$ cat config.mk
export PLATFORM = sky130hd
export DESIGN_NAME = rx_cmd_sequencer_flat
export DESIGN_NICKNAME = d
export VERILOG_FILES = /design/src/rtl/rx_cmd_sequencer_if.sv /design/src/rtl/rx_cmd_sequencer.sv /design/src/flat_wrapper.sv
export SDC_FILE = /design/constraint.sdc
export NUM_CORES = 1
export LEC_CHECK = 0
export CORE_MARGIN = 1
export CORE_UTILIZATION = 46
export DETAILED_ROUTE_END_ITERATION = 10
export GPL_TIMING_DRIVEN = 0
export MAX_ROUTING_LAYER = met4
export PLACE_DENSITY_LB_ADDON = 0.25
export SLEW_MARGIN = 20
export SYNTH_ARGS = -nofsm -noshare
export SYNTH_HDL_FRONTEND = slang
export SYNTH_SLANG_ARGS = --single-unit
$ cat constraint.sdc
create_clock -name clk -period 2.27 [get_ports clk]
set_input_delay 0.5675 -clock clk [delete_from_list [all_inputs] [get_ports clk]]
set_output_delay 0.5675 -clock clk [all_outputs]
set_load 0.02 [all_outputs]
$ cat src/rtl/rx_cmd_sequencer_if.sv
// Bus bundle between the UART command sequencer and its register file, ALU and TX FIFO.
// The master modport is the sequencer side. The slave modport is the environment side.
interface rx_cmd_sequencer_if;
   logic [7:0]  rx_p_data;
   logic        rx_d_vld;
   logic        wr_en;
   logic        rd_en;
   logic [3:0]  address;
   logic [7:0]  wr_data;
   logic [7:0]  rd_data;
   logic        rd_data_valid;
   logic        alu_en;
   logic [3:0]  alu_fun;
   logic        clk_en;
   logic [15:0] alu_out;
   logic        out_valid;
   logic [7:0]  tx_p_data;
   logic        tx_d_vld;
   logic        fifo_full;
   logic        err;

   modport master (
      input  rx_p_data, rx_d_vld, rd_data, rd_data_valid, alu_out, out_valid, fifo_full,
      output wr_en, rd_en, address, wr_data, alu_en, alu_fun, clk_en, tx_p_data, tx_d_vld, err
   );

   modport slave (
      output rx_p_data, rx_d_vld, rd_data, rd_data_valid, alu_out, out_valid, fifo_full,
      input  wr_en, rd_en, address, wr_data, alu_en, alu_fun, clk_en, tx_p_data, tx_d_vld, err
   );
endinterface

$ cat src/rtl/rx_cmd_sequencer.sv
// Decodes received command bytes into register-file and ALU requests.
// Results are returned to the TX FIFO one byte at a time, and a response timeout aborts the command.
module rx_cmd_sequencer #(
   parameter int unsigned RSP_TIMEOUT = 15
) (
   input  logic                clk,
   input  logic                rst,
   rx_cmd_sequencer_if.master  bus
);
   localparam int unsigned CNT_W = ($clog2(RSP_TIMEOUT + 1) > 4) ? $clog2(RSP_TIMEOUT + 1) : 4;
   localparam logic [7:0] CMD_WR      = 8'hAA;
   localparam logic [7:0] CMD_RD      = 8'hBB;
   localparam logic [7:0] CMD_ALU_OP  = 8'hCC;
   localparam logic [7:0] CMD_ALU_NOP = 8'hDD;

   typedef enum logic [3:0] {
      IDLE, WR_ADDR, WR_DATA, RD_ADDR, RD_WAIT, ALU_A, ALU_B, ALU_FUN, ALU_WAIT, SEND_LO, SEND_HI
   } state_t;

   state_t             state_q, state_d;
   logic [3:0]         address_q, address_d;
   logic [7:0]         wr_data_q, wr_data_d;
   logic [3:0]         alu_fun_q, alu_fun_d;
   logic [7:0]         tx_p_data_q, tx_p_data_d;
   logic [15:0]        result_q, result_d;
   logic [CNT_W-1:0]   cnt_q, cnt_d;
   logic               wr_en_q, wr_en_d;
   logic               rd_en_q, rd_en_d;
   logic               alu_en_q, alu_en_d;
   logic               clk_en_q, clk_en_d;
   logic               tx_d_vld_q, tx_d_vld_d;
   logic               err_q, err_d;
   logic               timeout_c;

   assign timeout_c = (cnt_q >= CNT_W'(RSP_TIMEOUT - 1));

   // State and output registers
   always_ff @(posedge clk or posedge rst) begin
      if (rst) begin
         state_q     <= IDLE;
         address_q   <= '0;
         wr_data_q   <= '0;
         alu_fun_q   <= '0;
         tx_p_data_q <= '0;
         result_q    <= '0;
         cnt_q       <= '0;
         wr_en_q     <= 1'b0;
         rd_en_q     <= 1'b0;
         alu_en_q    <= 1'b0;
         clk_en_q    <= 1'b0;
         tx_d_vld_q  <= 1'b0;
         err_q       <= 1'b0;
      end else begin
         state_q     <= state_d;
         address_q   <= address_d;
         wr_data_q   <= wr_data_d;
         alu_fun_q   <= alu_fun_d;
         tx_p_data_q <= tx_p_data_d;
         result_q    <= result_d;
         cnt_q       <= cnt_d;
         wr_en_q     <= wr_en_d;
         rd_en_q     <= rd_en_d;
         alu_en_q    <= alu_en_d;
         clk_en_q    <= clk_en_d;
         tx_d_vld_q  <= tx_d_vld_d;
         err_q       <= err_d;
      end
   end

   // Next-state and next-output logic; strobes default low so each fires for a single cycle
   always_comb begin
      state_d     = state_q;
      address_d   = address_q;
      wr_data_d   = wr_data_q;
      alu_fun_d   = alu_fun_q;
      tx_p_data_d = tx_p_data_q;
      result_d    = result_q;
      cnt_d       = cnt_q;
      wr_en_d     = 1'b0;
      rd_en_d     = 1'b0;
      alu_en_d    = 1'b0;
      tx_d_vld_d  = 1'b0;
      err_d       = 1'b0;

      case (state_q)
         IDLE: begin
            if (bus.rx_d_vld) begin
               case (bus.rx_p_data)
                  CMD_WR:      state_d = WR_ADDR;
                  CMD_RD:      state_d = RD_ADDR;
                  CMD_ALU_OP:  state_d = ALU_A;
                  CMD_ALU_NOP: state_d = ALU_FUN;
                  default:     state_d = IDLE;
               endcase
            end
         end
         WR_ADDR: if (bus.rx_d_vld) begin
            address_d = bus.rx_p_data[3:0];
            state_d   = WR_DATA;
         end
         WR_DATA: if (bus.rx_d_vld) begin
            wr_data_d = bus.rx_p_data;
            wr_en_d   = 1'b1;
            state_d   = IDLE;
         end
         RD_ADDR: if (bus.rx_d_vld) begin
            address_d = bus.rx_p_data[3:0];
            rd_en_d   = 1'b1;
            cnt_d     = '0;
            state_d   = RD_WAIT;
         end
         RD_WAIT: begin
            // A read returns one byte, which is placed in the high half so SEND_HI emits it
            if (bus.rd_data_valid) begin
               result_d = {bus.rd_data, 8'h00};
               state_d  = SEND_HI;
            end else if (timeout_c) begin
               err_d   = 1'b1;
               state_d = IDLE;
            end else begin
               cnt_d = cnt_q + CNT_W'(1);
            end
         end
         ALU_A: if (bus.rx_d_vld) begin
            address_d = 4'h0;
            wr_data_d = bus.rx_p_data;
            wr_en_d   = 1'b1;
            state_d   = ALU_B;
         end
         ALU_B: if (bus.rx_d_vld) begin
            address_d = 4'h1;
            wr_data_d = bus.rx_p_data;
            wr_en_d   = 1'b1;
            state_d   = ALU_FUN;
         end
         ALU_FUN: if (bus.rx_d_vld) begin
            alu_fun_d = bus.rx_p_data[3:0];
            alu_en_d  = 1'b1;
            cnt_d     = '0;
            state_d   = ALU_WAIT;
         end
         ALU_WAIT: begin
            if (bus.out_valid) begin
               result_d = bus.alu_out;
               state_d  = SEND_LO;
            end else if (timeout_c) begin
               err_d   = 1'b1;
               state_d = IDLE;
            end else begin
               cnt_d = cnt_q + CNT_W'(1);
            end
         end
         SEND_LO: if (!bus.fifo_full) begin
            tx_p_data_d = result_q[7:0];
            tx_d_vld_d  = 1'b1;
            state_d     = SEND_HI;
         end
         // A one-cycle gap after the low byte keeps the two pushes as separate pulses
         SEND_HI: if (!bus.fifo_full && !tx_d_vld_q) begin
            tx_p_data_d = result_q[15:8];
            tx_d_vld_d  = 1'b1;
            state_d     = IDLE;
         end
         default: state_d = IDLE;
      endcase

      clk_en_d = (state_d == ALU_FUN) || (state_d == ALU_WAIT);
   end

   assign bus.wr_en     = wr_en_q;
   assign bus.rd_en     = rd_en_q;
   assign bus.address   = address_q;
   assign bus.wr_data   = wr_data_q;
   assign bus.alu_en    = alu_en_q;
   assign bus.alu_fun   = alu_fun_q;
   assign bus.clk_en    = clk_en_q;
   assign bus.tx_p_data = tx_p_data_q;
   assign bus.tx_d_vld  = tx_d_vld_q;
   assign bus.err       = err_q;
endmodule

$ cat src/flat_wrapper.sv
// flat-port wrapper written by rule: the top's interface ports become plain ports
module rx_cmd_sequencer_flat 
#(
   parameter int unsigned RSP_TIMEOUT = 15
)
  (clk, rst, bus_rx_p_data, bus_rx_d_vld, bus_rd_data, bus_rd_data_valid, bus_alu_out, bus_out_valid, bus_fifo_full, bus_wr_en, bus_rd_en, bus_address, bus_wr_data, bus_alu_en, bus_alu_fun, bus_clk_en, bus_tx_p_data, bus_tx_d_vld, bus_err);
  rx_cmd_sequencer_if bus_i ();
  input  logic clk;
  input  logic rst;
  input wire logic [$bits(bus_i.rx_p_data)-1:0] bus_rx_p_data;
  input wire logic [$bits(bus_i.rx_d_vld)-1:0] bus_rx_d_vld;
  input wire logic [$bits(bus_i.rd_data)-1:0] bus_rd_data;
  input wire logic [$bits(bus_i.rd_data_valid)-1:0] bus_rd_data_valid;
  input wire logic [$bits(bus_i.alu_out)-1:0] bus_alu_out;
  input wire logic [$bits(bus_i.out_valid)-1:0] bus_out_valid;
  input wire logic [$bits(bus_i.fifo_full)-1:0] bus_fifo_full;
  output wire logic [$bits(bus_i.wr_en)-1:0] bus_wr_en;
  output wire logic [$bits(bus_i.rd_en)-1:0] bus_rd_en;
  output wire logic [$bits(bus_i.address)-1:0] bus_address;
  output wire logic [$bits(bus_i.wr_data)-1:0] bus_wr_data;
  output wire logic [$bits(bus_i.alu_en)-1:0] bus_alu_en;
  output wire logic [$bits(bus_i.alu_fun)-1:0] bus_alu_fun;
  output wire logic [$bits(bus_i.clk_en)-1:0] bus_clk_en;
  output wire logic [$bits(bus_i.tx_p_data)-1:0] bus_tx_p_data;
  output wire logic [$bits(bus_i.tx_d_vld)-1:0] bus_tx_d_vld;
  output wire logic [$bits(bus_i.err)-1:0] bus_err;
  assign bus_i.rx_p_data = bus_rx_p_data;
  assign bus_i.rx_d_vld = bus_rx_d_vld;
  assign bus_i.rd_data = bus_rd_data;
  assign bus_i.rd_data_valid = bus_rd_data_valid;
  assign bus_i.alu_out = bus_alu_out;
  assign bus_i.out_valid = bus_out_valid;
  assign bus_i.fifo_full = bus_fifo_full;
  assign bus_wr_en = bus_i.wr_en;
  assign bus_rd_en = bus_i.rd_en;
  assign bus_address = bus_i.address;
  assign bus_wr_data = bus_i.wr_data;
  assign bus_alu_en = bus_i.alu_en;
  assign bus_alu_fun = bus_i.alu_fun;
  assign bus_clk_en = bus_i.clk_en;
  assign bus_tx_p_data = bus_i.tx_p_data;
  assign bus_tx_d_vld = bus_i.tx_d_vld;
  assign bus_err = bus_i.err;
  rx_cmd_sequencer #(.RSP_TIMEOUT(RSP_TIMEOUT)) u_core (.clk(clk), .rst(rst), .bus(bus_i));
endmodule
# Yosys cells after proc, flatten, opt, wreduce, memory -nomap -nowiden
# Index checks and enable logic that the tools add are counted.
# word_totals
register_bits	54
output_inout_bits	30
elab_cells	98
# op_classes
n_addsub	1
order_cmp	1
n_eq_ne	26
mux	39
reduce_logical	18
# op_table
op	n
2-to-1 mux 4 bit	18
case mux 4 bit (11 select lines)	1
equality test 8 bit (second input constant)	4
2-to-1 mux 16 bit	2
case mux 16 bit (2 select lines)	1
case mux 4 bit (3 select lines)	2
equality test 4 x 3 -> 1 bit (second input constant)	5
equality test 4 bit (second input constant)	4
2-to-1 mux 8 bit	2
case mux 8 bit (2 select lines)	1
!= test 2 bit (second input constant)	7
case mux 3 bit (4 select lines)	1
2-to-1 mux 1 bit	9
equality test 4 x 2 -> 1 bit (second input constant)	2
AND reduction 4 bit	2
!= test 2 x 1 -> 1 bit (second input constant)	3
AND reduction 3 bit	2
nonzero test 3 bit	2
adder 4 x 1 -> 4 bit (second input constant)	1
equality test 4 x 1 -> 1 bit (second input constant)	1
>= comparator 4 bit (second input constant)	1
zero test 4 bit	1
case mux 1 bit (2 select lines)	2
AND reduction 2 bit	2
other kinds (6)	9

# Logic depth before layout (Yosys ltp)
# Gate-level depths: netlist of the first run.
# logic_depth
ltp_word	6
mapped_depth	7

# Least setup slack after synthesis of the first run
# No wires, ideal clock.
# synth_path
kind	input to register
startpoint	input bus_rx_d_vld
endpoint	register u_core.wr_data_q[0] (netlist: u_core.bus.wr_data[0])
arrival_ps	1591
t_required_ps	2145
slack_ps	554
cell_stages	4
path_buffers	1
path_cell_list	clkbuf_1 > nand2b_1 > a21oi_4 > mux2_4
# synth_via
elab_chain_len	1
# synth_rtl
item	line_no	rtl
start, declared	flat_wrapper.sv:11	input wire logic [$bits(bus_i.rx_d_vld)-1:0] bus_rx_d_vld;
AND reduction 2 bit (no line)	n/a	
end signal, assigned	rx_cmd_sequencer.sv:56	wr_data_q <= wr_data_d;
end, declared	rx_cmd_sequencer.sv:22	logic [7:0] wr_data_q, wr_data_d;
# No other way between the ends.
# A chain may end at the register's enable or synchronous reset.

# Final worst setup path of the first run
# layout_path
startpoint	input bus_rx_p_data[6]
endpoint	register u_core.clk_en_q (netlist: u_core.bus.clk_en)
# layout_via
elab_chain_len	6
# layout_rtl
item	line_no	rtl
start, declared	flat_wrapper.sv:10	input wire logic [$bits(bus_i.rx_p_data)-1:0] bus_rx_p_data;
equality test 8 bit	rx_cmd_sequencer.sv:88	case (bus.rx_p_data)
case mux 3 bit (4 select lines) (*)	rx_cmd_sequencer.sv:88	
2-to-1 mux 4 bit (*)	rx_cmd_sequencer.sv:87	if (bus.rx_d_vld) begin
case mux 4 bit (11 select lines) (*)	rx_cmd_sequencer.sv:85	case (state_q)
net u_core.state_d[0]	rx_cmd_sequencer.sv:20	state_t state_q, state_d;
equality test 4 x 3 -> 1 bit or equality test 4 bit (tied branches)	rx_cmd_sequencer.sv:167	clk_en_d = (state_d == ALU_FUN) || (state_d == ALU_WAIT);
logical OR 1 bit (*)	rx_cmd_sequencer.sv:167	
net u_core.clk_en_d	rx_cmd_sequencer.sv:30	logic clk_en_q, clk_en_d;
end signal, assigned	rx_cmd_sequencer.sv:64	clk_en_q <= clk_en_d;
end, declared	rx_cmd_sequencer.sv:30	
# Mark *: on every way through the listed nets, which the timed path passes. The rest lies on a longest branch.

==> results.json, run 1 <==
{
  "status": "complete, no violations",
  "timing.critical_path.max_delay_family": "simple AND/OR/NAND/NOR gates",
  "diodes": 0,
  "async_flop_share": 1.00,
  "maxSlewHeadroom": 0.562,
  "syn_area_mm2": 0.00265,
  "synthToLayoutAreaGrowth_pct": 33.0,
  "cp.arrival_ns": 2.20,
  "worst_pin_slew_ns": 0.656,
  "fin_crit_sh": 0.891,
  "worst_path_largest_cell_delay_ns": 0.51,
  "vdd_drop_max_v": 0.000554,
  "avgSynthCellArea_um2": 11.0,
  "synth.most_common_cell": "dfrtp_1",
  "postLayoutCellArea_mm2": 0.00352,
  "path_cells": "clkdlybuf4s50_1, nor4bb_1, o211ai_1, o22ai_1, nand2b_1, mux2i_1",
  "grt_max_degree": 55,
  "max_freq_mhz": 494,
  "root_buffer": "clkbuf_8",
  "totalWireLength_mm": 6.03,
  "critical_path_buf_inv_count": 1,
  "firstDrtPassIters": 4,
  "clock_latency_ns": 0.30,
  "rsz0062_at_grt": "false",
  "maxSlewViolCount": 0,
  "ys_seq_area_frac": 0.510,
  "place_area_mm2": 0.00341,
  "synthFlopType": "dfrtp_1",
  "die_w_um": 77.9,
  "fin_hold_ws_ns": 0.478,
  "ys_seq_elements": 54,
  "power_density_mw_per_mm2": 1130,
  "grt_pass1_wl_mm": 10.1,
  "drc": 0,
  "hold_class": "flip-flop to flip-flop",
  "synthCells": 241,
  "grt.total_usage": 0.221,
  "grt_pass1_vias": 2051,
  "drt_iter0_drc": 80,
  "maxCapViolCount": 0,
  "syn-num-nets": 281,
  "core_mm2": 0.00554,
  "io_pins": 68,
  "period_needed_ns": 2.02,
  "skew_ns": 0.0102,
  "synth_area_leader_cell": "dfrtp_1",
  "yosys-top-cells-area": "dfrtp_1 (51%), mux2i_1 (6.4%), mux2_4 (4.5%), nand2_1 (4.4%), o21ai_1 (3.8%)",
  "clk_pin_slew_ns": 0.09,
  "synth_edf_count": 0,
  "setup_viol": 0,
  "top_layer": "met4",
  "ant_nets": 0,
  "antenna_found_initial": 0,
  "rows": 27,
  "slowest_stage": "clkdlybuf4s50_1",
  "cp.required_ns": 2.45,
  "start_util": 0.478,
  "synth_commonest_cells": "dfrtp_1 (54), nand2_1 (31), o21ai_1 (20)",
  "place_hpwl_mm": 4.38,
  "cellLeakagePower_nw": 1.49,
  "cts_buffers": 5,
  "start_kind": "input port",
  "grt_overflow": 0,
  "critical_path_class": "input port to flip-flop",
  "synth_top_cell_area_share": 0.510,
  "dr_total_vias": 2121,
  "die_y_um": 77.9,
  "hold_buffers": 0,
  "clk_path_buf_depth": 2,
  "gp_congestion": 0.864,
  "hold_viol_final": 0,
  "drt-wirelength-per-cell_um": 15.5,
  "drive_gt1_frac": 0.120,
  "numPortBuffers": 67,
  "dieArea_mm2": 0.00606,
  "routed_via_density": 5.47,
  "finalNetCount": 355,
  "numClockSinks": 54,
  "cts_tree": "yes",
  "cts_max_level": 2,
  "cp_max_fo": 3,
  "wl_met2_mm": 2.96,
  "m1WireLength_mm": 2.69,
  "yosysUniqueCellTypes": 47,
  "critPathCaptureType": "flip-flop",
  "dr_wl_met3_um": 332,
  "postLayoutCoreUtil": 0.636,
  "yosysWarnings": 0
}
-- per-layer routing --
layer  GRT usage  up-vias
met5           -        -
met4      0.0604        0
met3      0.0400        4
met2       0.350       66
met1       0.293     1036
li1            -     1015
-- worst reg2reg max path: stages (launching register included) --
cell	delay, ns
dfrtp_1	0.45
inv_1	0.07
ha_1	0.20
o211ai_1	0.33
o211ai_2	0.21
nor3b_1	0.26
xnor2_1	0.15
a21oi_1	0.05
-- per-stage QoR --
| stage | power (mW) | worst slack, ns | setup TNS [ns] | cells |
|---|---|---|---|---|
| after floorplan | 2.66 | 0.388 | 0 | 241 |
| after global placement | 3.31 | -0.621 | -35.46 | 380 |
| after detailed placement | 3.36 | -0.196 | -2.16 | 380 |
| after CTS | 4.00 | 0.127 | 0 | 388 |
| after global routing | 4.24 | 0.0923 | 0 | 388 |
| final | 3.98 | 0.248 | 0 | 388 |
-- sequential cells by signal, summed over array words and instances (netlist names) --
| name | count |
|---|---|
| u_core.bus.address | 4 |
| u_core.bus.alu_en | 1 |
| u_core.bus.alu_fun | 4 |
| u_core.bus.clk_en | 1 |
| u_core.bus.err | 1 |
| u_core.bus.rd_en | 1 |
| u_core.bus.tx_d_vld | 1 |
| u_core.bus.tx_p_data | 8 |
| u_core.bus.wr_data | 8 |
| u_core.bus.wr_en | 1 |
| u_core.cnt_q | 4 |
| u_core.result_q | 16 |
| u_core.state_q | 4 |
-- cells by family after synthesis --
logic type | share of synthesized area
and+or+nand+nor | 0.163
AOI/OAI and AO/OA | 0.146
DFF | 0.510
muxes | 0.127
buffers and inverters | 0.0350
xor gates and xnor gates | 0.00993
adders and majority gates | 0.00945
-- cell type report --
class,instances,area (um^2)
fill,469,2020
sequential,54,1350
multi-input combinational,170,1200
timing repair buffer,67,671
tap,72,90.1
buffer,12,75.1
clock buffer,6,72.6
clock inverter,2,37.5
inverter,5,21.3
-- worst paths after layout --
| kind | slack, ns | cells after the start | endpoint | from |
|---|---|---|---|---|
| worst max-delay path | 0.25 | 6 | u_core.bus.clk_en | bus_rx_p_data[6] |
| worst min-delay path | 0.48 | 2 | u_core.result_q[6] | u_core.result_q[6] |
| min in group asynchronous | 0.72 | 2 | u_core.bus.alu_en | rst |
| worst min register to register | 0.48 | 2 | u_core.result_q[6] | u_core.result_q[6] |
| max in group asynchronous | 1.12 | 2 | u_core.cnt_q[0] | rst |
| worst max register to register | 0.43 | 7 | u_core.cnt_q[2] | u_core.cnt_q[0] |
-- cell usage in the layout, fill, tap and decap left out, types with 3 or more instances in the layout --
cell type and n:
buf_4 4, buf_2 5, o21ai_0 5, nand2_1 31, mux2_4 8, nand4_1 4
o21ai_1 20, nor4bb_1 4, nand2b_1 12, nor2b_1 3, mux2i_1 17, a22o_1 8
clkdlybuf4s50_1 67, nand3_1 4, a21oi_1 5, xnor2_1 3, inv_1 3, a311oi_1 3
dfrtp_1 54, nor2_1 7, o22ai_1 3, o211ai_1 4, clkbuf_8 5, mux2_2 4
-- repair_timing --
item | CTS | global route
hold endpoints to repair | 0 | 0
setup endpoints to repair | 0 | 9
buffers inserted | 0 | 0
gates resized for setup | 0 | 2
-- power breakdown --
group          switching, mW  internal [mW]
Clock                  0.308          0.329
Combinational          0.923          0.903
Sequential             0.209           1.31
Note: power is estimated with default switching activity, not from simulation.
==> inputs of run 2 (changes only) <==
--- a/config.mk
+++ b/config.mk
@@ -5,8 +5,11 @@
 export SDC_FILE = /design/constraint.sdc
 export NUM_CORES = 1
 export LEC_CHECK = 0
+export ABC_AREA = 1
+export CELL_PAD_IN_SITES_DETAIL_PLACEMENT = 2
+export CELL_PAD_IN_SITES_GLOBAL_PLACEMENT = 2
 export CORE_MARGIN = 1
-export CORE_UTILIZATION = 46
+export CORE_UTILIZATION = 28
 export DETAILED_ROUTE_END_ITERATION = 10
 export GPL_TIMING_DRIVEN = 0
 export MAX_ROUTING_LAYER = met4
==> run 2 against run 1 <==
Area after synthesis shrank 0.52%. Worst setup slack gained 0.13 ns. Critical path depth shrank 5.
==> results.json, run 2 <==
{
  "status": "complete, no violations",
  "critical_path_buf_inv_count": 1,
  "avgSynthCellArea_um2": 8.01,
  "most-common-layout-cells": "nand2_1 (105), clkdlybuf4s50_1 (66), dfrtp_1 (54)",
  "hold_viol_final": 0,
  "timing.critical_path.max_delay_family": "buffers and inverters",
  "cp.required_ns": 1.70,
  "rows": 35,
  "routed_via_density": 4.85,
  "seqPwrFrac": 0.380,
  "skew_ns": 0.00426,
  "drc": 0,
  "core_mm2": 0.00920,
  "synth_area_leader_cell": "dfrtp_1",
  "ant_nets": 0,
  "rsz0062_at_grt": "false",
  "critPathCaptureType": "output pin",
  "maxSlewViolCount": 0,
  "place_area_mm2": 0.00344,
  "grt_max_degree": 55,
  "die_w_um": 99.0,
  "use_met3": 0.0312,
  "synthFlopType": "dfrtp_1",
  "power_density_mw_per_mm2": 1190,
  "clockPowerShare": 0.161,
  "fin_hold_ws_ns": 0.494,
  "hold_class": "flip-flop to flip-flop",
  "ctsResizeCount": 0,
  "max_freq_mhz": 529,
  "grt_util_met2": 0.310,
  "period_needed_ns": 1.89,
  "cts_max_level": 2,
  "finalNetCount": 442,
  "internal-power_mw": 2.47,
  "layout_commonest_cell": "nand2_1",
  "drive_gt1_frac": 0.0769,
  "yosys-top-cells-area": "dfrtp_1 (51%), nand2_1 (15%), nand3_1 (6.3%), nor2_1 (4.8%), inv_1 (4.3%)",
  "filler_cell_count": 1080,
  "synth_edf_count": 0,
  "critical_path_class": "flip-flop to output pin",
  "worst_pin_slew_ns": 0.695,
  "slowest_stage": "clkdlybuf4s50_1",
  "start_util": 0.286,
  "regMostFlops": "u_core.result_q",
  "clk_path_buf_depth": 2,
  "synthToLayoutAreaGrowth_pct": 34.9,
  "antenna_found_initial": 0,
  "p_switching_mw": 1.77,
  "largest_register_ffs": 16,
  "cellLeakagePower_nw": 1.73,
  "grt_pass1_wl_mm": 13.5,
  "syn-num-nets": 369,
  "power_frac_comb": 0.459,
  "firstDrtPassIters": 4,
  "start_kind": "flip-flop",
  "yosysWarnings": 0,
  "postLayoutCoreUtil": 0.386,
  "die_y_um": 99.0,
  "diodes": 0,
  "path_cells": "clkdlybuf4s50_1",
  "grt_overflow": 0,
  "root_buffer": "clkbuf_8",
  "synth.most_common_cell": "nand2_1",
  "drt-wirelength-per-cell_um": 15.4,
  "worst_path_largest_cell_delay_ns": 0.62,
  "top_usage_layer": "met2",
  "gp_congestion": 0.767,
  "vdd_drop_max_v": 0.000308,
  "dr_total_vias": 2495,
  "synth_commonest_cells": "nand2_1 (105), dfrtp_1 (54), nor2_1 (34)",
  "grt_pass1_vias": 2728,
  "setup_viol": 0,
  "ys_seq_area_frac": 0.513,
  "cp.arrival_ns": 1.32,
  "syn_area_mm2": 0.00263,
  "hold_buffers": 0,
  "cts_setup_buffers": 0,
  "maxSlewHeadroom": 0.537,
  "fin_crit_sh": 0.832,
  "use_met1": 0.224,
  "async_flop_share": 1.00,
  "cts_tree": "yes",
  "ys_seq_elements": 54,
  "grt.total_usage": 0.181,
  "postLayoutCellArea_mm2": 0.00355,
  "totalWireLength_mm": 7.93,
  "numClockSinks": 54,
  "maxCapViolCount": 0,
  "numPortBuffers": 66,
  "place_hpwl_mm": 6.31,
  "dieArea_mm2": 0.00980,
  "drt_iter0_drc": 54,
  "yosysUniqueCellTypes": 27,
  "cts_buffers": 5,
  "clk_pin_slew_ns": 0.10,
  "clock_latency_ns": 0.32,
  "swShare": 0.417,
  "io_pins": 68,
  "synth_top_cell_area_share": 0.513,
  "cp_max_fo": 2,
  "synthCells": 329
}
==> run 2: changes by cell type after synthesis, sizes merged, moves of 12 or more <==
cell	previous run	this run
nand2	31	109
nor2	8	40
nand3	4	33
inv	5	32
mux2i	17	0
a31oi	0	16
mux2	12	0
nand2b	12	0
==> run 2: final cells by class <==
type / instances / area, um^2 / share of cell area
Sequential cell: 54 / 1350 / 0.380
Multi-Input combinational cell: 235 / 1100 / 0.311
Timing Repair Buffer: 66 / 661 / 0.186
Tap cell: 111 / 139 / 0.0391
Inverter: 32 / 125 / 0.0352
Clock buffer: 5 / 68.8 / 0.0194
Buffer: 8 / 56.3 / 0.0159
Clock inverter: 3 / 47.5 / 0.0134
==> run 2: logic make-up after synthesis <==
kind of cell	Yosys count	synth area share
XOR/XNOR	2	0.00665
AO/OA/AOI/OAI	44	0.0979
buffers and inverters	40	0.0679
flip-flops	54	0.513
AND/OR/NAND/NOR	187	0.305
adder cells (fa/ha/maj)	2	0.00950
==> run 2: final timing paths <==
kind / cells past startpoint / slack (ns) / end / startpoint
min in group asynchronous: 2 / 0.70 / u_core.bus.alu_fun[1] / rst
worst min-delay path: 2 / 0.49 / u_core.bus.wr_data[7] / u_core.bus.wr_data[7]
worst min register to register: 2 / 0.49 / u_core.bus.wr_data[7] / u_core.bus.wr_data[7]
worst max register to register: 8 / 0.47 / u_core.cnt_q[1] / u_core.state_q[0]
worst max-delay path: 1 / 0.38 / bus_tx_p_data[3] / u_core.bus.tx_p_data[3]
max in group asynchronous: 2 / 1.11 / u_core.state_q[1] / rst
==> run 2: tightest hold or removal path: cells and delay by family (launching register included) <==
family | cells | cell delay, ns
flip-flops | 1 | 0.36
AND/OR/NAND/NOR | 2 | 0.11
==> run 2: metrics by stage <==
stage	TNS [ns]	instances	setup WS (ns)	power, mW
after global placement	-40.93	506	-0.761	3.52
after global routing	0	514	0.220	4.60
final	0	514	0.381	4.24
after CTS	0	514	0.361	4.31
after floorplan	0	329	0.388	2.76
after detailed placement	0	506	0.160	3.63
==> run 2: routing by layer <==
metal,share of wire,wire [um],vias up
met5,0,0,-
met4,0.0081,64,0
met3,0.031,249,8
met2,0.48,3820,51
met1,0.48,3800,1234
li1,-,-,1202
==> run 2: power groups by stage <==
stage | registers [mW] | clock network, mW | logic, mW
floorplan | 1.80 | 0 | 0.965
global placement | 1.62 | 0 | 1.91
detailed placement | 1.64 | 0 | 1.98
CTS | 1.62 | 0.706 | 1.99
global route | 1.67 | 0.747 | 2.18
finish | 1.61 | 0.685 | 1.95
==> inputs of run 3 (changes only) <==
--- a/config.mk
+++ b/config.mk
@@ -9,7 +9,7 @@
 export CELL_PAD_IN_SITES_DETAIL_PLACEMENT = 2
 export CELL_PAD_IN_SITES_GLOBAL_PLACEMENT = 2
 export CORE_MARGIN = 1
-export CORE_UTILIZATION = 28
+export CORE_UTILIZATION = 25
 export DETAILED_ROUTE_END_ITERATION = 10
 export GPL_TIMING_DRIVEN = 0
 export MAX_ROUTING_LAYER = met4
==> constraint.sdc (replaced) <==
create_clock -name clk -period 1.5 [get_ports clk]
set_input_delay 0.375 -clock clk [delete_from_list [all_inputs] [get_ports clk]]
set_output_delay 0.375 -clock clk [all_outputs]
set_load 0.02 [all_outputs]
==> run 3 against run 2 <==
The run now ends with negative setup slack left. Worst setup slack got worse by 0.48 ns. Design area is 18% higher. Via count rose by 7.1%. Critical path type is now flip-flop to flip-flop. Largest cell class is now multi-input gates. Largest power group unchanged. Highest routed layer unchanged.
==> results.json, run 3 (synthesis gave the netlist of run 2 again) <==
{
  "place_area_mm2": 0.00349,
  "root_buffer": "clkbuf_8",
  "hold_viol_final": 0,
  "clk_pin_slew_ns": 0.12,
  "cp-startpoint": "u_core.state_q[1]",
  "core_mm2": 0.0103,
  "cp_max_fo": 4,
  "hold_class": "input port to async pin",
  "skew_ns": 0.0232,
  "drt-wirelength-per-cell_um": 17.3,
  "worst_path_largest_cell_delay_ns": 0.50,
  "largest_register_ffs": 16,
  "cts_buffers": 5,
  "place_hpwl_mm": 6.42,
  "crit_cells": 9,
  "totalWireLength_mm": 9.90,
  "cp.arrival_ns": 1.83,
  "cts_tree": "yes",
  "most-common-layout-cells": "nand2_1 (88), dfrtp_1 (50), clkdlybuf4s50_1 (36)",
  "timing.final.ws_setup_ns": -0.103,
  "drive_gt1_frac": 0.285,
  "clk_path_buf_depth": 2,
  "drt_iter0_drc": 63,
  "grt_max_degree": 32,
  "period_needed_ns": 1.60,
  "fin_crit_sh": 1.07,
  "vdd_drop_max_v": 0.000541,
  "postLayoutCellArea_mm2": 0.00420,
  "maxSlewViolCount": 0,
  "regMostFlops": "u_core.result_q",
  "maxCapViolCount": 0,
  "worst_pin_slew_ns": 0.588,
  "cp.required_ns": 1.72,
  "violations": "negative setup slack",
  "start_kind": "flip-flop",
  "preCtsSetupSlack_ns": -0.424,
  "path_cells": "nand2_1, nor2_2, nand2_1, nand2_1, nor2_4, nand2_1, nor2_1, nand3_2, nand2_1",
  "grt_pass1_wl_mm": 15.9,
  "ff2ff_path_depth": 9,
  "start_util": 0.256,
  "die_y_um": 105,
  "critPathCaptureType": "flip-flop",
  "power_density_mw_per_mm2": 1790,
  "routed_via_density": 4.68,
  "dieArea_mm2": 0.0109,
  "max_freq_mhz": 624,
  "cellLeakagePower_nw": 2.07,
  "stdcell_count": 571,
  "fin_hold_ws_ns": 0.463,
  "finalNetCount": 474,
  "tns_ns": -0.886,
  "filler_cell_count": 1189,
  "timing.critical_path.max_delay_family": "simple AND/OR/NAND/NOR gates",
  "layout_commonest_cell": "nand2_1",
  "antenna_found_initial": 0,
  "rsz0062_at_grt": "true",
  "grt.total_usage": 0.189,
  "postLayoutCoreUtil": 0.408,
  "r2r_slack_ns": -0.10,
  "numPortBuffers": 66,
  "status": "complete, but fails checks",
  "grt_overflow": 0,
  "critical_path_buf_inv_count": 0,
  "place_inst": 532,
  "cp-endpoint": "u_core.bus.clk_en",
  "maxSlewHeadroom": 0.607,
  "gp_congestion": 0.742,
  "rows": 37,
  "numClockSinks": 54,
  "synthToLayoutAreaGrowth_pct": 59.4,
  "ant_nets": 0,
  "firstDrtPassIters": 4,
  "io_pins": 68,
  "r2r_start": "u_core.state_q[1]",
  "critical_path_class": "flip-flop to flip-flop",
  "grt_pass1_vias": 3016,
  "die_w_um": 105,
  "diodes": 0,
  "dr_total_vias": 2673,
  "power_mw": 7.50,
  "r2r-end": "u_core.bus.clk_en",
  "crit_path_frequent_cell": "nand2_1",
  "cts_max_level": 2,
  "clock_latency_ns": 0.33,
  "slowest_stage": "dfrtp_2",
  "setup_viol": 23,
  "drc": 0
}
[run 3: how the worst min path moves through the flow]
stage / from / end / slack, ns / cells after the start
6_report: rst / u_core.bus.rd_en / 0.46 / 2
5_1_grt: rst / u_core.state_q[1] / 0.51 / 2
4_1_cts: rst / u_core.bus.address[1] / 0.49 / 2
2_1_floorplan: rst / u_core.bus.address[0] / 0.44 / 1
3_5_place_dp: u_core.bus.wr_data[7] / u_core.bus.wr_data[7] / 0.47 / 2
3_3_place_gp: u_core.bus.wr_data[7] / u_core.bus.wr_data[7] / 0.47 / 2
[run 3: final cells by class]
class | instances | area (um^2) | share of cell area
Multi-Input combinational cell | 235 | 1390 | 0.330
Buffer | 8 | 75.1 | 0.0179
Timing Repair Buffer | 98 | 963 | 0.230
Inverter | 32 | 136 | 0.0325
Tap cell | 136 | 170 | 0.0405
Clock inverter | 2 | 37.5 | 0.00894
Clock buffer | 6 | 72.6 | 0.0173
Sequential cell | 54 | 1360 | 0.323
[run 3: power breakdown]
part	total, mW	internal (mW)	leakage, nW	switching, mW
Combinational	3.93	1.69	1.34	2.23
Sequential	2.53	2.03	0.673	0.499
Clock	1.04	0.500	0.0514	0.540
[run 3: worst register-to-register path, cell delays in order, from the launching register on]
cell	delay, ns
dfrtp_2	0.50
nand2_1	0.19
nor2_2	0.24
nand2_1	0.16
nand2_1	0.15
nor2_4	0.05
nand2_1	0.06
nor2_1	0.05
nand3_2	0.05
nand2_1	0.05
[run 3: timing repair]
item / 4_1_cts / 5_1_grt
endpoints found under the setup margin: 81 / 40
resized for setup: 78 / 67
pin swaps: 13 / 22
hold buffers: 0 / 0
gates cloned: 2 / 0
buffers inserted: 22 / 7
[run 3: metal layers]
layer | wire [um] | up-vias | global-route usage | share of wire
met5 | 0 | - | - | 0
met2 | 5240 | 64 | 0.347 | 0.53
li1 | - | 1271 | - | -
met4 | 169 | 0 | 0.0342 | 0.017
met1 | 4190 | 1323 | 0.221 | 0.42
met3 | 306 | 15 | 0.0281 | 0.031
